## src/rtl/stopwatch_core.sv

```systemverilog
// rtl/stopwatch_core.sv - BCD stopwatch with lap freeze, terminal hold and registered digit words
module stopwatch_core #(
  parameter int TICK_DIV = 1_000_000
) (
  input  logic       clk,
  input  logic       reset,
  input  logic       start_stop,
  input  logic       lap,
  input  logic       clear,
  output logic [5:0] I7,
  output logic [5:0] I6,
  output logic [5:0] I5,
  output logic [5:0] I4,
  output logic [5:0] I3,
  output logic [5:0] I2,
  output logic [5:0] I1,
  output logic [5:0] I0,
  output logic       running,
  output logic       overflow
);

  typedef enum logic [2:0] {
    ST_IDLE,
    ST_RUN,
    ST_LAP,
    ST_PAUSED,
    ST_OVF
  } state_t;

  localparam int              PW         = $clog2(TICK_DIV);
  localparam logic [PW-1:0]   PRESC_LAST = PW'(TICK_DIV - 1);
  // Per-digit maxima double as the terminal count 99:59:59.99.
  localparam logic [31:0]     TIME_MAX   = 32'h9959_5999;

  state_t        state;
  state_t        state_n;
  logic [PW-1:0] presc;
  logic [31:0]   time_q;
  logic [31:0]   time_inc;
  logic [31:0]   time_d;
  logic [31:0]   snap_q;
  logic [31:0]   disp;
  logic          counting;
  logic          tick;
  logic          at_max;
  logic          carry;
  logic          zero_time;
  logic          take_snap;
  logic          ovf_ind;
  logic          en_h1;
  logic          en_h0;

  function automatic logic [5:0] digit_word(input logic en, input logic [3:0] hex, input logic dp_n);
    return {en, en ? hex : 4'd0, dp_n};
  endfunction

  assign counting = (state == ST_RUN) || (state == ST_LAP);
  assign tick     = counting && (presc == PRESC_LAST);
  assign at_max   = (time_q == TIME_MAX);

  always_comb begin : bcd_increment
    time_inc = time_q;
    carry    = 1'b1;
    for (int i = 0; i < 8; i++) begin
      if (carry) begin
        if (time_q[4*i +: 4] == TIME_MAX[4*i +: 4]) begin
          time_inc[4*i +: 4] = 4'd0;
        end else begin
          time_inc[4*i +: 4] = time_q[4*i +: 4] + 4'd1;
          carry              = 1'b0;
        end
      end
    end
  end

  // A terminal tick outranks any pulse arriving in the same cycle.
  always_comb begin : next_state
    state_n   = state;
    zero_time = 1'b0;
    take_snap = 1'b0;
    case (state)
      ST_IDLE: begin
        if (start_stop) state_n = ST_RUN;
      end
      ST_RUN: begin
        if (tick && at_max) state_n = ST_OVF;
        else if (start_stop) state_n = ST_PAUSED;
        else if (lap) begin
          state_n   = ST_LAP;
          take_snap = 1'b1;
        end
      end
      ST_LAP: begin
        if (tick && at_max) state_n = ST_OVF;
        else if (start_stop) state_n = ST_PAUSED;
        else if (lap) state_n = ST_RUN;
      end
      ST_PAUSED: begin
        if (clear) begin
          state_n   = ST_IDLE;
          zero_time = 1'b1;
        end else if (start_stop) state_n = ST_RUN;
      end
      ST_OVF: begin
        if (clear) begin
          state_n   = ST_IDLE;
          zero_time = 1'b1;
        end
      end
      default: state_n = ST_IDLE;
    endcase
  end

  assign time_d  = zero_time ? 32'd0 : ((tick && !at_max) ? time_inc : time_q);
  assign disp    = (state == ST_LAP) ? snap_q : time_q;
  assign ovf_ind = (state == ST_OVF);
  assign en_h1   = |disp[31:28];
  assign en_h0   = |disp[31:24];

  always_ff @(posedge clk or posedge reset) begin
    if (reset) begin
      state    <= ST_IDLE;
      presc    <= '0;
      time_q   <= 32'd0;
      snap_q   <= 32'd0;
      running  <= 1'b0;
      overflow <= 1'b0;
      I7       <= 6'b000001;
      I6       <= 6'b000001;
      I5       <= 6'b100001;
      I4       <= 6'b100000;
      I3       <= 6'b100001;
      I2       <= 6'b100000;
      I1       <= 6'b100001;
      I0       <= 6'b100001;
    end else begin
      state  <= state_n;
      time_q <= time_d;
      if (take_snap) snap_q <= time_q;
      if (zero_time) presc <= '0;
      else if (counting) presc <= tick ? '0 : presc + PW'(1);
      running  <= (state_n == ST_RUN) || (state_n == ST_LAP);
      overflow <= (state_n == ST_OVF);
      // dp is active-low; the overflow indication lights every point.
      I7 <= digit_word(en_h1, disp[31:28], ~ovf_ind);
      I6 <= digit_word(en_h0, disp[27:24], ~ovf_ind & ~en_h0);
      I5 <= digit_word(1'b1, disp[23:20], ~ovf_ind);
      I4 <= digit_word(1'b1, disp[19:16], 1'b0);
      I3 <= digit_word(1'b1, disp[15:12], ~ovf_ind);
      I2 <= digit_word(1'b1, disp[11:8], 1'b0);
      I1 <= digit_word(1'b1, disp[7:4], ~ovf_ind);
      I0 <= digit_word(1'b1, disp[3:0], ~ovf_ind);
    end
  end

endmodule

```

## config.mk

```make
export PLATFORM = sky130hd
export DESIGN_NAME = stopwatch_core
export DESIGN_NICKNAME = d
export VERILOG_FILES = /design/src/rtl/stopwatch_core.sv
export SDC_FILE = /design/constraint.sdc
export NUM_CORES = 1
export LEC_CHECK = 0
export CORE_AREA = 5 5 114 116
export DETAILED_ROUTE_END_ITERATION = 8
export DIE_AREA = 0 0 119 121
export PLACE_DENSITY = 0.72
export SYNTH_ARGS = -nofsm -noshare
export SYNTH_HDL_FRONTEND = slang
export SYNTH_SLANG_ARGS = --single-unit
```

## constraint.sdc

```tcl
create_clock -name clk -period 4.6 [get_ports clk]
set_input_delay 1.15 -clock clk [delete_from_list [all_inputs] [get_ports clk]]
set_output_delay 1.15 -clock clk [all_outputs]
set_load 0.05 [all_outputs]
```

==> Implementation_results.wiki <==
{| class="wikitable"
! Metric !! Value
|-
| Number of fill cells in the layout || 977
|-
| Static leakage || 3.26 nW
|-
| Post-synthesis register bit count || 125
|-
| Met1 Use GR || 22.3%
|-
| Shortest period the worst path allows || 2.92 ns
|-
| Total number of clock tree sinks || 125
|-
| Half-perimeter wire length after detailed placement || a little under 8000 um
|-
| TritonCTS clock tree || done
|-
| Flip-flop cell with the highest count after synthesis || dfrtp_1
|-
| Number of antenna diodes || 0
|-
| Fraction of layout cells with a size suffix above 1 || around 18%
|-
| Family with the most delay on the worst path || buffers and inverters
|-
| Number of nets with antenna violations after routing || 0
|-
| Global-route wire length before repair || between 20000 and 25000 um
|-
| Most crowded layer after global routing || met2
|-
| DR vias || 4303
|-
| Post-Synthesis Cells || 540
|-
| Capture instance of the worst register-to-register path || snap_q[10]
|-
| Via count of the first global-routing pass || 4336
|-
| Insertion delay of the later-clocked pin in the worst-skew pair || around 0.41 ns
|-
| Crit path largest cell delay || around 0.8 ns
|-
| Quantity of gates resized following cts || 0
|-
| Maximum number of pins on one net before global-route repair || 69
|-
| Slack of the worst reg-to-reg path || between 1.5 and 2 ns
|-
| Type of element capturing the critical path || output port
|-
| Placeable Area || 11800 um2
|-
| Count of pins on the block boundary || 55
|-
| Arrival time of the worst setup path || 1.77 ns
|-
| Initial core utilization || 51.2%
|-
| Worst-path clk slew || 0.05 ns
|-
| Final Power || around 3.6 mW
|-
| Num CTS Buffers || 17
|-
| Root Buffer Master || clkbuf_16
|-
| Number of enable-type register cells in the synthesized netlist || 0
|-
| Worst min-delay path category || flop to flop
|-
| Sequential area share after synthesis || 51.8%
|-
| Number of warnings issued by yosys || 0
|-
| Hold-fix buffer count after cts || 0
|-
| Worst IR drop on VDD || roughly 0.00026 V
|-
| Power Dens Cells || 507 nW/um2
|-
| Number of cells on the worst hold path || 2
|-
| Last weighted congestion value of the routability-driven placer || 0.862
|-
| Critical hold path startpoint || snap_q[9]
|-
| Global routing usage on met3 || 5.13%
|-
| Data required time at the worst endpoint || 3.45 ns
|-
| Count of final max-slew check failures || 0
|-
| Number of detailed-routing iterations run before antenna repair || 5
|-
| Number of post-CTS setup repair buffers || 0
|-
| Routed wire length || 12200 um
|-
| Buf+Inv Stages, Crit Path || 1
|-
| Critical-path top delay cell || clkdlybuf4s50_1
|-
| Cell with the most instances after synthesis || dfrtp_1
|-
| Die area || 14400 um2
|-
| DR WL/cell || 16.5 um
|-
| Maximum fanout count along the critical path || 5
|-
| Fmax || 342 MHz
|-
| Worst max-slew margin expressed relative to the limit || 42.3%
|-
| Number of endpoints with negative hold slack in the final report || 0
|-
| Critical path origin || I7[0]
|-
| Setup TNS || 0 ns
|-
| Result of the run || complete, no violations
|-
| Startpoint kind of the worst setup timing path || flop
|-
| Largest area contributor in the netlist || dfrtp_1
|-
| Synth area leaders || dfrtp_1, mux2_2, ha_1, o21ai_0, a21oi_1
|-
| Number of levels in the clock H-tree || 4
|-
| Setup violation total in the final timing report || 0
|-
| FF-to-FF path depth || 8
|-
| Longest Clk Path Bufs || 2
|-
| Overall Global Routing Usage || 17.7%
|-
| Max capacitance violation total || 0
|-
| Final routed DRC violation total || 0
|-
| Routing usage on met2 || 28.2%
|-
| Netlist Area Pre-Place || 6050 um2
|-
| Avg Cell Area, Syn || 11.2 um2
|-
| CP cell instances || clkdlybuf4s50_1
|-
| Share of the clock period used by the worst path || 63.5%
|-
| Critical path start-end classification || flop to output port
|-
| End point of the most critical hold path || I2[2]
|-
| Number of distinct standard cells referenced by the synthesized netlist || 58
|-
| Number of antenna violations at the first check in global routing || 0
|-
| Std cell rows || 40
|-
| Total number of nets in the final design || 605
|-
| Proportion of synthesized flip-flops having asynchronous set or reset || 100%
|-
| Transition time at the pin with the least slew margin || 0.862 ns
|-
| Vertical extent of the die || 121 um
|-
| Post-synthesis to final-layout area growth || 18.4%
|-
| Largest clock skew in the final design || 0.00815 ns
|-
| Post-DR vias/cell || 5.80
|-
| Critical register-to-register path startpoint || time_q[13]
|-
| Area share of the largest cell type after synthesis || 50.9%
|-
| Top post-synthesis cells by count || dfrtp_1, mux2_2, nand2_1
|-
| Horizontal die dimension || 119 um
|-
| Number of DRC violations after detailed-routing iteration 0 || roughly 390
|-
| Setup repair after global routing missed its margin || no
|-
| Port Buffer Count || 46
|-
| Residual overflow from global routing || 0
|}
==> cell usage in the layout, fill, tap and decap left out, drive strengths merged, types with 8 or more instances in the layout <==
cell type,instances
o21ai,36
nor2,18
or3,14
inv,14
dfrtp,123
nand3,17
clkbuf,24
or4,22
mux2,59
and3b,9
clkdlybuf4s50,46
nand2,37
ha,17
nand4,9
nand3b,11
conb,8
a21oi,33
==> cells by family (layout without fill, tap and decap cells) <==
family	count (synthesis)	in the layout	synth area share, %
simple gates	178	178	17.7
other cells	2	8	0.124
flops	125	125	51.8
xor+xnor	7	7	1.01
buf+inv	48	97	4.22
fa+ha+maj	17	17	3.52
compound gates	99	99	9.79
mux	64	64	11.8
==> report_power, final <==
group / leakage, nW / internal (mW) / total, mW / switching (mW)
Combinational: 1.25 / 0.336 / 0.889 / 0.553
Clock: 0.284 / 0.874 / 1.32 / 0.448
Sequential: 1.72 / 1.29 / 1.42 / 0.128
==> how the worst max path moves through the flow <==
stage | endpoint | slack (ns) | cells after the start
final | I3[0] | 1.68 | 1
after global routing | I3[0] | 1.63 | 1
after CTS | I3[0] | 1.65 | 1
after detailed placement | presc[19] | 1.59 | 5
after global placement | presc[2] | 1.65 | 4
after floorplan | I0[1] | 0.13 | 1
==> final cells by class <==
class | count | area [um2] | share of cell area, %
Tap cell | 147 | 184 | 2.57
Multi-Input combinational cell | 373 | 2690 | 37.5
Sequential cell | 125 | 3130 | 43.7
Clock buffer | 24 | 472 | 6.59
Inverter | 14 | 55.1 | 0.769
Timing Repair Buffer | 52 | 518 | 7.24
Clock inverter | 7 | 113 | 1.57
==> stage by stage <==
step	setup slack [ns]	instance area (um2)	util [%]	hold slack (ns)	cells
floorplan	0.126	6070	-	0.444	546
global placement	1.65	6580	55.7	0.461	711
detailed placement	1.59	6580	55.7	0.483	711
CTS	1.65	7160	60.6	0.494	742
global route	1.63	7160	60.6	0.521	742
finish	1.68	7160	60.6	0.489	742
==> sequential cells by signal, summed over array words and instances, names as in the netlist <==
signal,cells
overflow,1
I4,4
I7,6
I5,4
snap_q,32
I3,4
time_q,32
presc,20
I1,4
I0,4
I2,4
running,1
I6,6
state,3
==> per-layer routing <==
metal	vias to the layer above	wire length, um	share of wire, %
li1	2051	-	-
met1	2110	5510	45
met2	118	5910	48
met3	24	540	4.4
met4	0	260	2.1
met5	-	0	0
Note: power is estimated with default switching activity, not from simulation.
